<file path="src/rtl/ctx_pkg.sv">
// ctx_pkg: shared state encoding, beat sizing and header field layout for the context loader.
package ctx_pkg;
    typedef enum logic [1:0] {IDLE, RECV, WRITE, LAUNCH} state_t;
    localparam int DEF_WIDTH = 120;
    localparam int HDR_PE_LSB = 0;
    localparam int HDR_BASE_LSB = 8;
    localparam int HDR_CNT_LSB = 16;
    localparam int HDR_GO_BIT = 31;
    function automatic int beats_for(input int width);
        return (width + 32) / 32;
    endfunction
    localparam int BEATS = beats_for(DEF_WIDTH);
endpackage

</file>
<file path="src/rtl/context_loader_if.sv">
// context_loader_if: host word stream plus PE context-write bus of the context loader.
interface context_loader_if import ctx_pkg::*; #(
    parameter int WIDTH = DEF_WIDTH,
    parameter int NUM_PE = 16,
    parameter int AW = 4
);
    logic [31:0] in_data;
    logic in_valid;
    logic in_ready;
    logic [WIDTH:0] ctx_data;
    logic [AW-1:0] ctx_addr;
    logic [NUM_PE-1:0] pe_sel;
    logic wr_en;
    logic start;
    logic busy;
    logic err;
    modport master (
        output in_data, in_valid,
        input in_ready, ctx_data, ctx_addr, pe_sel, wr_en, start, busy, err
    );
    modport slave (
        input in_data, in_valid,
        output in_ready, ctx_data, ctx_addr, pe_sel, wr_en, start, busy, err
    );
endinterface

</file>
<file path="src/rtl/ctx_assembler.sv">
// ctx_assembler: packs consecutive 32-bit beats into one WIDTH+1-bit context word.
module ctx_assembler import ctx_pkg::*; #(
    parameter int WIDTH = DEF_WIDTH
) (
    input logic CLK,
    input logic RST_N,
    input logic beat_i,
    input logic clr_i,
    input logic [31:0] data_i,
    output logic [WIDTH:0] word_o,
    output logic last_o
);
    localparam int NB = beats_for(WIDTH);
    localparam int CW = $clog2(NB + 1);
    logic [CW-1:0] cnt_q, cnt_d;
    logic [WIDTH:0] word_q, word_d;
    // word_o includes the beat being accepted so the caller can register the final word on the last beat
    always_comb begin
        last_o = beat_i && cnt_q == CW'(NB - 1);
        cnt_d = clr_i ? '0 : !beat_i ? cnt_q : last_o ? '0 : cnt_q + 1'b1;
        word_d = word_q;
        for (int b = 0; b <= WIDTH; b++)
            word_d[b] = (beat_i && cnt_q == CW'(b / 32)) ? data_i[b % 32] : word_q[b];
    end
    assign word_o = word_d;
    always_ff @(posedge CLK or negedge RST_N) begin
        if (!RST_N) begin
            cnt_q <= '0;
            word_q <= '0;
        end else begin
            cnt_q <= cnt_d;
            word_q <= word_d;
        end
    end
endmodule

</file>
<file path="src/rtl/context_loader.sv">
// context_loader: decodes framed host words into per-PE context-cache writes and a launch pulse.
module context_loader import ctx_pkg::*; #(
    parameter int WIDTH = DEF_WIDTH,
    parameter int NUM_PE = 16,
    parameter int DEPTH = 16,
    parameter int AW = 4
) (
    input logic CLK,
    input logic RST_N,
    context_loader_if.slave bus
);
    state_t state_q;
    logic [7:0] pe_q, base_q, cnt_q, idx_q;
    logic go_q, bad_q;
    logic in_ready_q, wr_en_q, start_q, busy_q, err_q;
    logic [NUM_PE-1:0] pe_sel_q;
    logic [AW-1:0] ctx_addr_q;
    logic [WIDTH:0] ctx_data_q, word;
    logic hs, beat, last, h_go, h_bad;
    logic [7:0] h_pe, h_base, h_cnt;
    assign hs = bus.in_valid && in_ready_q;
    assign beat = hs && state_q == RECV;
    assign h_pe = bus.in_data[HDR_PE_LSB +: 8];
    assign h_base = bus.in_data[HDR_BASE_LSB +: 8];
    assign h_cnt = bus.in_data[HDR_CNT_LSB +: 8];
    assign h_go = bus.in_data[HDR_GO_BIT];
    assign h_bad = 32'(h_pe) >= NUM_PE || 32'(h_base) + 32'(h_cnt) > DEPTH;
    ctx_assembler #(.WIDTH(WIDTH)) u_asm (
        .CLK(CLK),
        .RST_N(RST_N),
        .beat_i(beat),
        .clr_i(state_q == IDLE),
        .data_i(bus.in_data),
        .word_o(word),
        .last_o(last)
    );
    // bad frames walk the same states so their payload is drained; only the write strobe is suppressed
    always_ff @(posedge CLK or negedge RST_N) begin
        if (!RST_N) begin
            state_q <= IDLE;
            pe_q <= '0;
            base_q <= '0;
            cnt_q <= '0;
            idx_q <= '0;
            go_q <= 1'b0;
            bad_q <= 1'b0;
            in_ready_q <= 1'b0;
            wr_en_q <= 1'b0;
            start_q <= 1'b0;
            busy_q <= 1'b0;
            err_q <= 1'b0;
            pe_sel_q <= '0;
            ctx_addr_q <= '0;
            ctx_data_q <= '0;
        end else begin
            start_q <= 1'b0;
            wr_en_q <= 1'b0;
            pe_sel_q <= '0;
            case (state_q)
                IDLE: begin
                    in_ready_q <= 1'b1;
                    if (hs) begin
                        pe_q <= h_pe;
                        base_q <= h_base;
                        cnt_q <= h_cnt;
                        go_q <= h_go;
                        bad_q <= h_bad;
                        idx_q <= '0;
                        err_q <= err_q | h_bad;
                        if (h_cnt != 8'd0) begin
                            state_q <= RECV;
                            busy_q <= 1'b1;
                        end else if (h_go) begin
                            state_q <= LAUNCH;
                            busy_q <= 1'b1;
                            in_ready_q <= 1'b0;
                            start_q <= 1'b1;
                        end
                    end
                end
                RECV: begin
                    if (last) begin
                        state_q <= WRITE;
                        in_ready_q <= 1'b0;
                        wr_en_q <= !bad_q;
                        if (!bad_q) begin
                            pe_sel_q <= NUM_PE'(1) << pe_q;
                            ctx_addr_q <= AW'(base_q + idx_q);
                            ctx_data_q <= word;
                        end
                    end
                end
                WRITE: begin
                    idx_q <= idx_q + 8'd1;
                    if (idx_q + 8'd1 < cnt_q) begin
                        state_q <= RECV;
                        in_ready_q <= 1'b1;
                    end else if (go_q) begin
                        state_q <= LAUNCH;
                        start_q <= 1'b1;
                    end else begin
                        state_q <= IDLE;
                        in_ready_q <= 1'b1;
                        busy_q <= 1'b0;
                    end
                end
                LAUNCH: begin
                    state_q <= IDLE;
                    in_ready_q <= 1'b1;
                    busy_q <= 1'b0;
                end
                default: state_q <= IDLE;
            endcase
        end
    end
    assign bus.in_ready = in_ready_q;
    assign bus.wr_en = wr_en_q;
    assign bus.pe_sel = pe_sel_q;
    assign bus.ctx_addr = ctx_addr_q;
    assign bus.ctx_data = ctx_data_q;
    assign bus.start = start_q;
    assign bus.busy = busy_q;
    assign bus.err = err_q;
endmodule

</file>
<file path="src/flat_wrapper.sv">
// flat-port wrapper written by rule: the top's interface ports become plain ports
module context_loader_flat import ctx_pkg::*;
#(
    parameter int WIDTH = DEF_WIDTH,
    parameter int NUM_PE = 16,
    parameter int DEPTH = 16,
    parameter int AW = 4
)
  (CLK, RST_N, bus_in_data, bus_in_valid, bus_in_ready, bus_ctx_data, bus_ctx_addr, bus_pe_sel, bus_wr_en, bus_start, bus_busy, bus_err);
  context_loader_if #(.WIDTH(WIDTH), .NUM_PE(NUM_PE), .AW(AW)) bus_i ();
  input logic CLK;
  input logic RST_N;
  input wire logic [$bits(bus_i.in_data)-1:0] bus_in_data;
  input wire logic [$bits(bus_i.in_valid)-1:0] bus_in_valid;
  output wire logic [$bits(bus_i.in_ready)-1:0] bus_in_ready;
  output wire logic [$bits(bus_i.ctx_data)-1:0] bus_ctx_data;
  output wire logic [$bits(bus_i.ctx_addr)-1:0] bus_ctx_addr;
  output wire logic [$bits(bus_i.pe_sel)-1:0] bus_pe_sel;
  output wire logic [$bits(bus_i.wr_en)-1:0] bus_wr_en;
  output wire logic [$bits(bus_i.start)-1:0] bus_start;
  output wire logic [$bits(bus_i.busy)-1:0] bus_busy;
  output wire logic [$bits(bus_i.err)-1:0] bus_err;
  assign bus_i.in_data = bus_in_data;
  assign bus_i.in_valid = bus_in_valid;
  assign bus_in_ready = bus_i.in_ready;
  assign bus_ctx_data = bus_i.ctx_data;
  assign bus_ctx_addr = bus_i.ctx_addr;
  assign bus_pe_sel = bus_i.pe_sel;
  assign bus_wr_en = bus_i.wr_en;
  assign bus_start = bus_i.start;
  assign bus_busy = bus_i.busy;
  assign bus_err = bus_i.err;
  context_loader #(.WIDTH(WIDTH), .NUM_PE(NUM_PE), .DEPTH(DEPTH), .AW(AW)) u_core (.CLK(CLK), .RST_N(RST_N), .bus(bus_i));
endmodule
</file>
<file path="config.mk">
export PLATFORM = sky130hd
export DESIGN_NAME = context_loader_flat
export DESIGN_NICKNAME = d
export VERILOG_FILES = /design/src/rtl/ctx_pkg.sv /design/src/rtl/context_loader_if.sv /design/src/rtl/ctx_assembler.sv /design/src/rtl/context_loader.sv /design/src/flat_wrapper.sv
export SDC_FILE = /design/constraint.sdc
export NUM_CORES = 1
export LEC_CHECK = 0
export CAP_MARGIN = 30
export CORE_MARGIN = 2
export CORE_UTILIZATION = 54
export DETAILED_ROUTE_END_ITERATION = 12
export HOLD_SLACK_MARGIN = 0.03
export PLACE_DENSITY_LB_ADDON = 0.3
export SYNTH_ARGS = -nofsm -noshare
export SYNTH_HDL_FRONTEND = slang
export SYNTH_SLANG_ARGS = --single-unit
</file>
<file path="constraint.sdc">
create_clock -name CLK -period 2.7 [get_ports CLK]
set_clock_uncertainty 0.1 [all_clocks]
set_input_delay 0.405 -clock CLK [delete_from_list [all_inputs] [get_ports CLK]]
set_output_delay 0.405 -clock CLK [all_outputs]
set_load 0.05 [all_outputs]
</file>
; Word level (Yosys, flattened, before mapping)
; Cells that the tools add are included.
[op_classes]
n_addsub = 4
n_mul = 0
div = 0
magnitude_cmp = 3
eq_ne = 12
shifts = 1
muxes = 157
bitwise_logic = 2
reduce_logical = 20
[ops]
columns = op, count
row1 = 1-bit 2-to-1 mux, 139
row2 = 16-bit 2-to-1 mux, 3
row3 = "32-bit by 5-bit greater-than comparator with 1-bit output, second input constant", 1
row4 = 8-bit case mux with 2 select lines, 1
row5 = "1-bit by 8-bit << shifter with 16-bit output, first input constant", 1
row6 = 2-bit 2-to-1 mux, 6
row7 = 8-bit by 8-bit adder with 9-bit output, 1
row8 = 3-bit 2-to-1 mux, 3
row9 = "8-bit by 1-bit adder with 8-bit output, second input constant", 1
row10 = "8-bit by 5-bit greater-or-equal comparator with 1-bit output, second input constant", 1
row11 = 8-bit less-than comparator, 1
row12 = 8-bit 2-to-1 mux, 1
row13 = 2-bit case mux with 4 select lines, 1
row14 = 8-bit nonzero test, 1
row15 = "3-bit by 2-bit equality test with 1-bit output, second input constant", 2
row16 = 1-bit logical AND, 6
row17 = 2-bit AND reduction, 3
row18 = 3-bit AND reduction, 2
row19 = 5-bit AND reduction, 1
row20 = 4-bit adder, 1
row21 = "2-bit equality test, second input constant", 2
row22 = "2-bit by 1-bit inequality test with 1-bit output, second input constant", 2
row23 = "2-bit inequality test, second input constant", 2
row24 = 1-bit case mux with 4 select lines, 1
row25 = 15 further kinds, 16
[totals]
regBits = 302
latchBits = 0
ramBits = 0
mem_bits_ro = 0
in_bits = 35
mem_count = 0

; Depth between registers and ports, before layout
; Gate-level depths: netlist of the first run.
[logic_depth]
ltp_word = 6
mapped_depth = 10
depth_no_buf = 10

; Hierarchy
; A second synthesis of the first run with hierarchy kept.
[unflattened]
cells_unflattened = 840
hier_area_um2 = 12154.2
[modules_own_cells]
columns = mod, n_inst, cells_each, area_each_um2
row1 = context_loader, 1, 563, 7468.4
row2 = ctx_assembler, 1, 277, 4685.7

; Least setup slack after synthesis of the first run
; Ideal clock, no wire load.
[synth_path]
path_type = reg-to-reg
from = register u_core.in_ready_q (netlist: u_core.bus.in_ready)
to = register u_core.ctx_data_q[78] (netlist: u_core.bus.ctx_data[78])
t_arrival_ns = 2.115
required_time_ns = 2.475
slack_ns = 0.360
stages_incl_launch_ff = 9
n_path_buf = 3
cell_sequence = dfrtp_1 -> and2_2 -> nand3b_1 -> or3_1 -> buf_4 -> clkinv_8 -> buf_12 -> buf_6 -> mux2_4
[synth_between]
elab_chain_len = 4
word_cells_on_any_way = 6
cone_classes = mux (1) / reduce/logical (5)
[synth_lines]
columns = item, line_no
row1 = start: declaration, context_loader.sv:15  ; logic in_ready_q, wr_en_q, start_q, busy_q, err_q;
row2 = start signal: assignment, context_loader.sv:47  ; in_ready_q <= 1'b0;
row3 = start signal: assignment, context_loader.sv:61  ; in_ready_q <= 1'b1;
row4 = start signal: assignment, context_loader.sv:76  ; in_ready_q <= 1'b0;
row5 = 1-bit logical AND (*), context_loader.sv:21  ; assign hs = bus.in_valid && in_ready_q;
row6 = 1-bit logical AND (*), context_loader.sv:22  ; assign beat = hs && state_q == RECV;
row7 = "1-bit logical AND, on equally long branches", "ctx_assembler.sv:19, ctx_assembler.sv:23"
row8 = 3-bit AND reduction (no line) or 1-bit 2-to-1 mux (tied branches), --
row9 = end signal: assignment, context_loader.sv:89  ; ctx_data_q <= word;
row10 = end: declaration, context_loader.sv:18  ; logic [WIDTH:0] ctx_data_q, word;
; Every way passes the cells marked *; elsewhere a longest branch is shown, timed or not.
; A chain may end at the register's enable or synchronous reset.

; Final worst setup path of the first run
[layout_path]
from = register u_core.idx_q[0]
to = register u_core.in_ready_q (netlist: u_core.bus.in_ready)
[layout_between]
elab_chain_len = 4
word_cells_on_any_way = 6
cone_classes = add/sub (1) / order compare (1) / eq/ne (1) / mux (2) / reduce/logical (1)
[layout_lines]
columns = item, line_no
row1 = start: declaration, context_loader.sv:13  ; logic [7:0] pe_q, base_q, cnt_q, idx_q;
row2 = start signal: assignment, context_loader.sv:94  ; idx_q <= idx_q + 8'd1;
row3 = 8-bit by 1-bit adder with 8-bit output (*), context_loader.sv:95  ; if (idx_q + 8'd1 < cnt_q) begin
row4 = 8-bit less-than comparator (*), context_loader.sv:95
row5 = 1-bit 2-to-1 mux or 3-bit inequality test (tied branches), --
row6 = 1-bit case mux with 4 select lines or 2-bit AND reduction (tied branches), --
row7 = end signal: assignment, context_loader.sv:61
row8 = end signal: assignment, context_loader.sv:97  ; in_ready_q <= 1'b1;
row9 = end signal: assignment, context_loader.sv:103  ; in_ready_q <= 1'b1;
; Marked as above.

==> results of run 1 <==
==> synth_stat cells, types with 6 or more instances <==
cell type / number / share of area (%)
inv_1: 17 / 0.54
nand2_1: 104 / 3.3
clkbuf_1: 7 / 0.22
xnor2_1: 6 / 0.44
o21ai_0: 23 / 0.97
nand3_1: 13 / 0.55
mux2_2: 24 / 2.3
mux2_4: 180 / 23
a21oi_1: 9 / 0.38
nor2_1: 28 / 0.88
buf_6: 11 / 1.0
buf_4: 9 / 0.57
ha_1: 23 / 2.4
dfrtp_1: 277 / 58
==> timing repair <==
action,CTS,global route
endpoints found under the setup margin,0,2
hold buffers,1,0
endpoints found under the hold margin,80,0
gates resized for setup,0,4
==> flip-flops by register name (all words and copies together), names as in the netlist, 2 cells and up <==
signal               cells
u_core.u_asm.cnt_q       3
u_core.state_q           2
u_core.pe_q              8
u_core.bus.ctx_addr      4
u_core.base_q            4
u_core.bus.ctx_data    121
u_core.cnt_q             8
u_core.u_asm.word_q     96
u_core.idx_q             8
u_core.bus.pe_sel       16
==> final timing paths <==
kind / slack, ns / cells after the start / endpoint
min reg2reg: 0.38 / 2 / u_core.bus.ctx_data[113]
max: 0.18 / 10 / u_core.bus.in_ready
min: 0.38 / 2 / u_core.bus.ctx_data[77]
max reg2reg: 0.18 / 10 / u_core.bus.in_ready
max in group asynchronous: 1.42 / 3 / u_core.bus.ctx_data[54]
min in group CLK: 0.38 / 2 / u_core.bus.ctx_data[113]
==> report_power, final <==
| part | leakage [nW] | switching, mW | internal, mW |
|---|---|---|---|
| registers | 3.78 | 0 | 4.15 |
| logic | 3.47 | 0.166 | 0.105 |
| clock network | 0.418 | 1.55 | 2.01 |
| total | 7.67 | 1.72 | 6.26 |
==> layout make-up <==
cell class / count / area, µm²
fillers: 1464 / 6535
inverters: 18 / 80.08
well taps: 280 / 350.3
multi-input cells: 474 / 4633
clock buffers: 37 / 775.7
flip-flops and latches: 277 / 6933
repair buffers: 232 / 2387
clock inverters: 11 / 61.31
==> logic make-up (layout without fill, tap and decap cells) <==
logic type / after synthesis / after routing
AOI/OAI and AO/OA: 52 / 52
xor gates and xnor gates: 11 / 11
muxes: 205 / 205
and+or+nand+nor: 181 / 181
DFF: 277 / 277
buffers and inverters: 52 / 298
adders and majority gates: 25 / 25
==> worst max-delay path, delay by kind of cell (launching register included) <==
kind	cells	cell delay, ns
simple gates	5	0.80
compound gates	3	0.56
flops	1	0.41
fa+ha+maj	1	0.30
xor+xnor	1	0.25
==> layer usage <==
| metal | GRT usage (%) | part of all wire (%) | routed length, µm | vias up |
|---|---|---|---|---|
| met1 | 32.06 | 46 | 11470 | 3618 |
| li1 | - | - | - | 3216 |
| met3 | 4.579 | 6.8 | 1713 | 30 |
| met5 | 0 | 0 | 0 | - |
| met2 | 35.31 | 46 | 11680 | 208 |
| met4 | 4.056 | 1.3 | 327 | 0 |
==> metrics by stage <==
| step | util [%] | area (µm²) | setup WS (ns) | total power [mW] |
|---|---|---|---|---|
| floorplan | - | 11900 | 0.3600 | 4.270 |
| global placement | 65.99 | 14360 | -0.003885 | 4.497 |
| detailed placement | 65.99 | 14360 | -0.1365 | 4.501 |
| CTS | 69.89 | 15200 | 0.04488 | 8.065 |
| global route | 69.96 | 15220 | 0.01954 | 8.266 |
| finish | 69.96 | 15220 | 0.1812 | 7.979 |
==> metrics.csv, run 1 <==
stage,metric,value,unit
grt,track_usage,22.09,%
place,place.gp.congestion,0.7804,
synthesis,syn_inst,803,
routing,vias,7072,
worst_setup_path,crit_type,reg -> reg,
grt,antenna_found_initial,0,
floorplanning,rows,54,
sta,setup_viol,0,
worst_setup_path,required,3.02,ns
floorplanning,die_x,152.4,µm
worst_setup_path,slowest_stage,dfrtp_2,
sta,max_freq,397.0,MHz
synthesis,synth_warnings,0,
clock_tree,cts_setup_buffers,0,
sta,hold_viol,0,
place,dp_hpwl,17040,µm
grt,grt_pass1_vias,7661,
cells_and_area,antenna_cells,0,
pwr,power.density,524.2,mW/mm²
pwr,ir_drop,0.0004978,V
synthesis,synth_nets,863,
synthesis,synth_simple_gate_area_share,7.445,%
grt,grt_overflow,0,
synthesis,ys_types,56,
clock_tree,htree_num_levels,1,
pwr,leakage,7.666,nW
synthesis,synth_seq_cells,277,
routing,drt_wl_total,25190,µm
floorplanning,initial_utilization,54.69,%
clock_tree,clockBufferDepth,3,
clock_tree,tritoncts,done,
outcome,status,completed,
sta,drv_slew,0,
clock_tree,clock_latency,0.53,ns
sta,finalCriticalPeriod,2.519,ns
synthesis,synth-adder-area-share,2.755,%
cells_and_area,mostFrequentLayoutCells,"dfrtp_1, mux2_4, clkdlybuf4s50_1",
floorplanning,core_area,0.02176,mm²
min_path,min_path_type,in -> async,
routing,viasPerCell,5.321,
routing,drcViolationCount,0,
cells_and_area,stdcell_count,1329,
worst_setup_path,setup.worst_path.start_class,register,
routing,wl_per_cell,18.96,µm
floorplanning,dieArea,0.02324,mm²
worst_setup_path,path_cells,and3_1 -> nand3_1 -> nor2_1 -> xor2_1 -> ha_1 -> and4_1 -> nor3b_1 -> a22oi_2 -> o21ai_0 -> a21o_1,
clock_tree,clk_transition_reported_paths,0.06,ns
clock_tree,numCtsBuffers,28,
synthesis,synth_compound_area_share,2.671,%
synthesis,synth_xor_area_share,0.8097,%
synthesis,synth_edf_count,0,
routing,ant_nets,0,
place,dp.cells,1280,
cells_and_area,areaGrowthSynthToFinish,27.92,%
worst_setup_path,r2r_start,u_core.idx_q[0],
floorplanning,pin_count,181,
sta,rsz0062_at_grt,false,
routing,first_pass_iters,4,
sta,tightest_slew,0.6559,ns
sta,fin_crit_sh,93.29,%
floorplanning,die_y,152.4,µm
grt,grt_pass1_wl,41850,µm
grt,grt_max_degree,86,
synthesis,syn-cell-area,0.01190,mm²
synthesis,ys_seq_area_share,58.25,%
clock_tree,root_buffer,clkbuf_16,
cells_and_area,drive_above_1_share,30.41,%
synthesis,async_flop_share,100.0,%
synthesis,syn_area_per_cell,14.82,µm²
sta,setup_tns,0,ns
synthesis,yosys_most_used_dff,dfrtp_1,
cells_and_area,layout_commonest_cell,dfrtp_1,
clock_tree,cts.sinks,277,
routing,drt_iter0_drc,246,
synthesis,synth_top_family_by_area,multiplexers,
worst_setup_path,cp-startpoint,u_core.idx_q[0],
run,maxCapViolations,0,
synthesis,synthMuxAreaShare,25.07,%
sta,holdWs,0.3755,ns
worst_setup_path,worstSetupEndpointType,register,
cells_and_area,fin_nets,1091,
sta,relSlewSlack,56.28,%
worst_setup_path,cp_data_arrival_time,2.84,ns
worst_setup_path,crit_path_max_fanout,5,
worst_setup_path,max_stage_delay,0.41,ns
place,port_buffers,180,
(Power assumes the default switching activity.)
==> run 2: changes to the inputs <==
- REMOVE_ABC_BUFFERS: not set -> 1
==> metrics.csv, run 2 (synthesis gave the netlist of run 1 again) <==
stage,metric,value,unit
outcome,status,completed,
clock_tree,cts.sinks,277,
sta,setup_viol,0,
pwr,sequentialPowerShare,48.3,%
grt,grt_pass1_wl,41590,µm
pwr,clkPwrFrac,48.7,%
worst_setup_path,critPathCapture,u_core.bus.in_ready,
worst_setup_path,setup.worst_path.start_class,register,
grt,grt_overflow,0,
cells_and_area,fill_cells,1514,
worst_setup_path,crit_type,reg -> reg,
pwr,p_int,6.827,mW
routing,first_pass_iters,4,
worst_setup_path,reg2reg_to,u_core.bus.in_ready,
routing,viasPerCell,5.220,
grt,grt_pass1_vias,7414,
worst_setup_path,slowest_stage,dfrtp_1,
clock_tree,tritoncts,done,
pwr,ir_drop,0.0004140,V
routing,drt_iter0_drc,375,
worst_setup_path,crit_path_max_fanout,4,
floorplanning,pin_count,181,
run,maxCapViolations,0,
clock_tree,clock_latency,0.54,ns
routing,wl_per_cell,19.03,µm
sta,drv_slew,0,
sta,relSlewSlack,51.33,%
pwr,power.density,561.1,mW/mm²
sta,tightest_slew,0.7240,ns
place,place.gp.congestion,0.7942,
pwr,leakage,7.718,nW
grt,grt_max_degree,80,
routing,ant_nets,0,
cells_and_area,final_util,70.39,%
cells_and_area,mostFrequentLayoutCells,"dfrtp_1, mux2_4, clkdlybuf4s50_1",
floorplanning,die_x,152.4,µm
pwr,pwr-share-comb,3.0,%
clock_tree,clockBufferDepth,3,
worst_setup_path,cp_data_arrival_time,2.83,ns
cells_and_area,antenna_cells,0,
place,port_buffers,180,
pwr,p_total,8.592,mW
place,dp_hpwl,16740,µm
min_path,min_path_type,in -> async,
worst_setup_path,r2r_start,u_core.idx_q[4],
worst_setup_path,r2r_cells,10,
grt,grt_busiest_layer,met2,
floorplanning,initial_utilization,54.69,%
worst_setup_path,worstSetupEndpointType,register,
grt,antenna_found_initial,0,
pwr,p_sw,1.765,mW
floorplanning,core_area,0.02176,mm²
worst_setup_path,max_stage_delay,0.41,ns
floorplanning,dieArea,0.02324,mm²
routing,drcViolationCount,0,
grt,met2_usage,35.09,%
clock_tree,root_buffer,clkbuf_16,
cells_and_area,fin_nets,1089,
routing,vias,6948,
sta,max_freq,398.0,MHz
pwr,swShare,20.54,%
worst_setup_path,cp-startpoint,u_core.idx_q[4],
clock_tree,clk_transition_reported_paths,0.06,ns
floorplanning,rows,54,
sta,finalCriticalPeriod,2.512,ns
cells_and_area,drive_above_1_share,30.54,%
worst_setup_path,required,3.02,ns
cells_and_area,areaGrowthSynthToFinish,28.71,%
worst_setup_path,path_cells,and3_1 -> nand3_1 -> nor2_1 -> xor2_1 -> ha_1 -> and4_1 -> nor3b_1 -> a22oi_2 -> o21ai_0 -> a21o_1,
grt,grt_use_met1,32.86,%
grt,grtUsageMet3,3.811,%
clock_tree,numCtsBuffers,29,
floorplanning,die_y,152.4,µm
cells_and_area,layout_commonest_cell,dfrtp_1,
grt,track_usage,22.10,%
worst_setup_path,ff2ff_setup_slack,0.19,ns
sta,fin_crit_sh,93.06,%
sta,timing.final.ws_setup,0.1875,ns
sta,hold_viol,0,
place,dp_slack,-0.007107,ns
sta,holdWs,0.3045,ns
clock_tree,htree_num_levels,1,
cells_and_area,largest_reg_flops,121,
routing,drt_wl_total,25330,µm
## run 2: area by class of cell
cell class / instances / area [µm²] / share of cell area (%)
clock inverter: 15 / 203.9 / 1.332
inverter: 18 / 80.08 / 0.5229
sequential: 277 / 6933 / 45.27
multi-input combinational: 474 / 4623 / 30.19
timing repair buffer: 229 / 2315 / 15.11
clock buffer: 38 / 809.5 / 5.286
tap: 280 / 350.3 / 2.288
## run 2: what timing repair did
item	CTS	global route
endpoints found under the hold margin	60	0
setup endpoints to repair	0	2
buffers inserted	0	3
hold buffers	1	0
gates resized for setup	0	2
## run 2: power groups by stage
stage / registers, mW / logic [mW] / clock network, mW
floorplan: 4.23 / 0.0416 / 0
global placement: 4.23 / 0.255 / 0
detailed placement: 4.23 / 0.260 / 0
CTS: 4.15 / 0.263 / 4.26
global route: 4.15 / 0.287 / 4.44
finish: 4.15 / 0.255 / 4.19
## run 2: worst min-delay path by stage
stage                      from                 endpoint  slack (ns)
after floorplan           RST_N             u_core.bad_q       0.009
after global placement    RST_N  u_core.bus.ctx_data[91]        0.29
after global routing      RST_N  u_core.bus.ctx_data[59]        0.33
after CTS                 RST_N  u_core.bus.ctx_data[59]        0.31
after detailed placement  RST_N  u_core.bus.ctx_data[59]        0.28
final                     RST_N  u_core.bus.ctx_data[59]        0.30
## run 2: per-stage QoR
step                setup TNS, ns  area (µm²)  cells
CTS                             0       15290   1328
detailed placement      -0.008489       14260   1274
finish                          0       15310   1331
global route            -0.006672       15310   1331
floorplan                  -46.54       11620    769
global placement                0       14260   1274
## run 2: layer usage
metal | vias to the layer above | wire [µm] | share of wire [%]
li1 | 3215 | - | -
met1 | 3539 | 11820 | 47
met2 | 170 | 11990 | 47
met3 | 24 | 1253 | 4.9
met4 | 0 | 266 | 1.1
met5 | - | 0 | 0
## run 2: worst max-delay path, delay by kind of cell (launching register included)
family | cells | cell delay, ns
AO/OA/AOI/OAI | 3 | 0.54
XOR/XNOR | 1 | 0.22
adder cells (fa/ha/maj) | 1 | 0.29
flip-flops | 1 | 0.41
AND/OR/NAND/NOR | 5 | 0.83
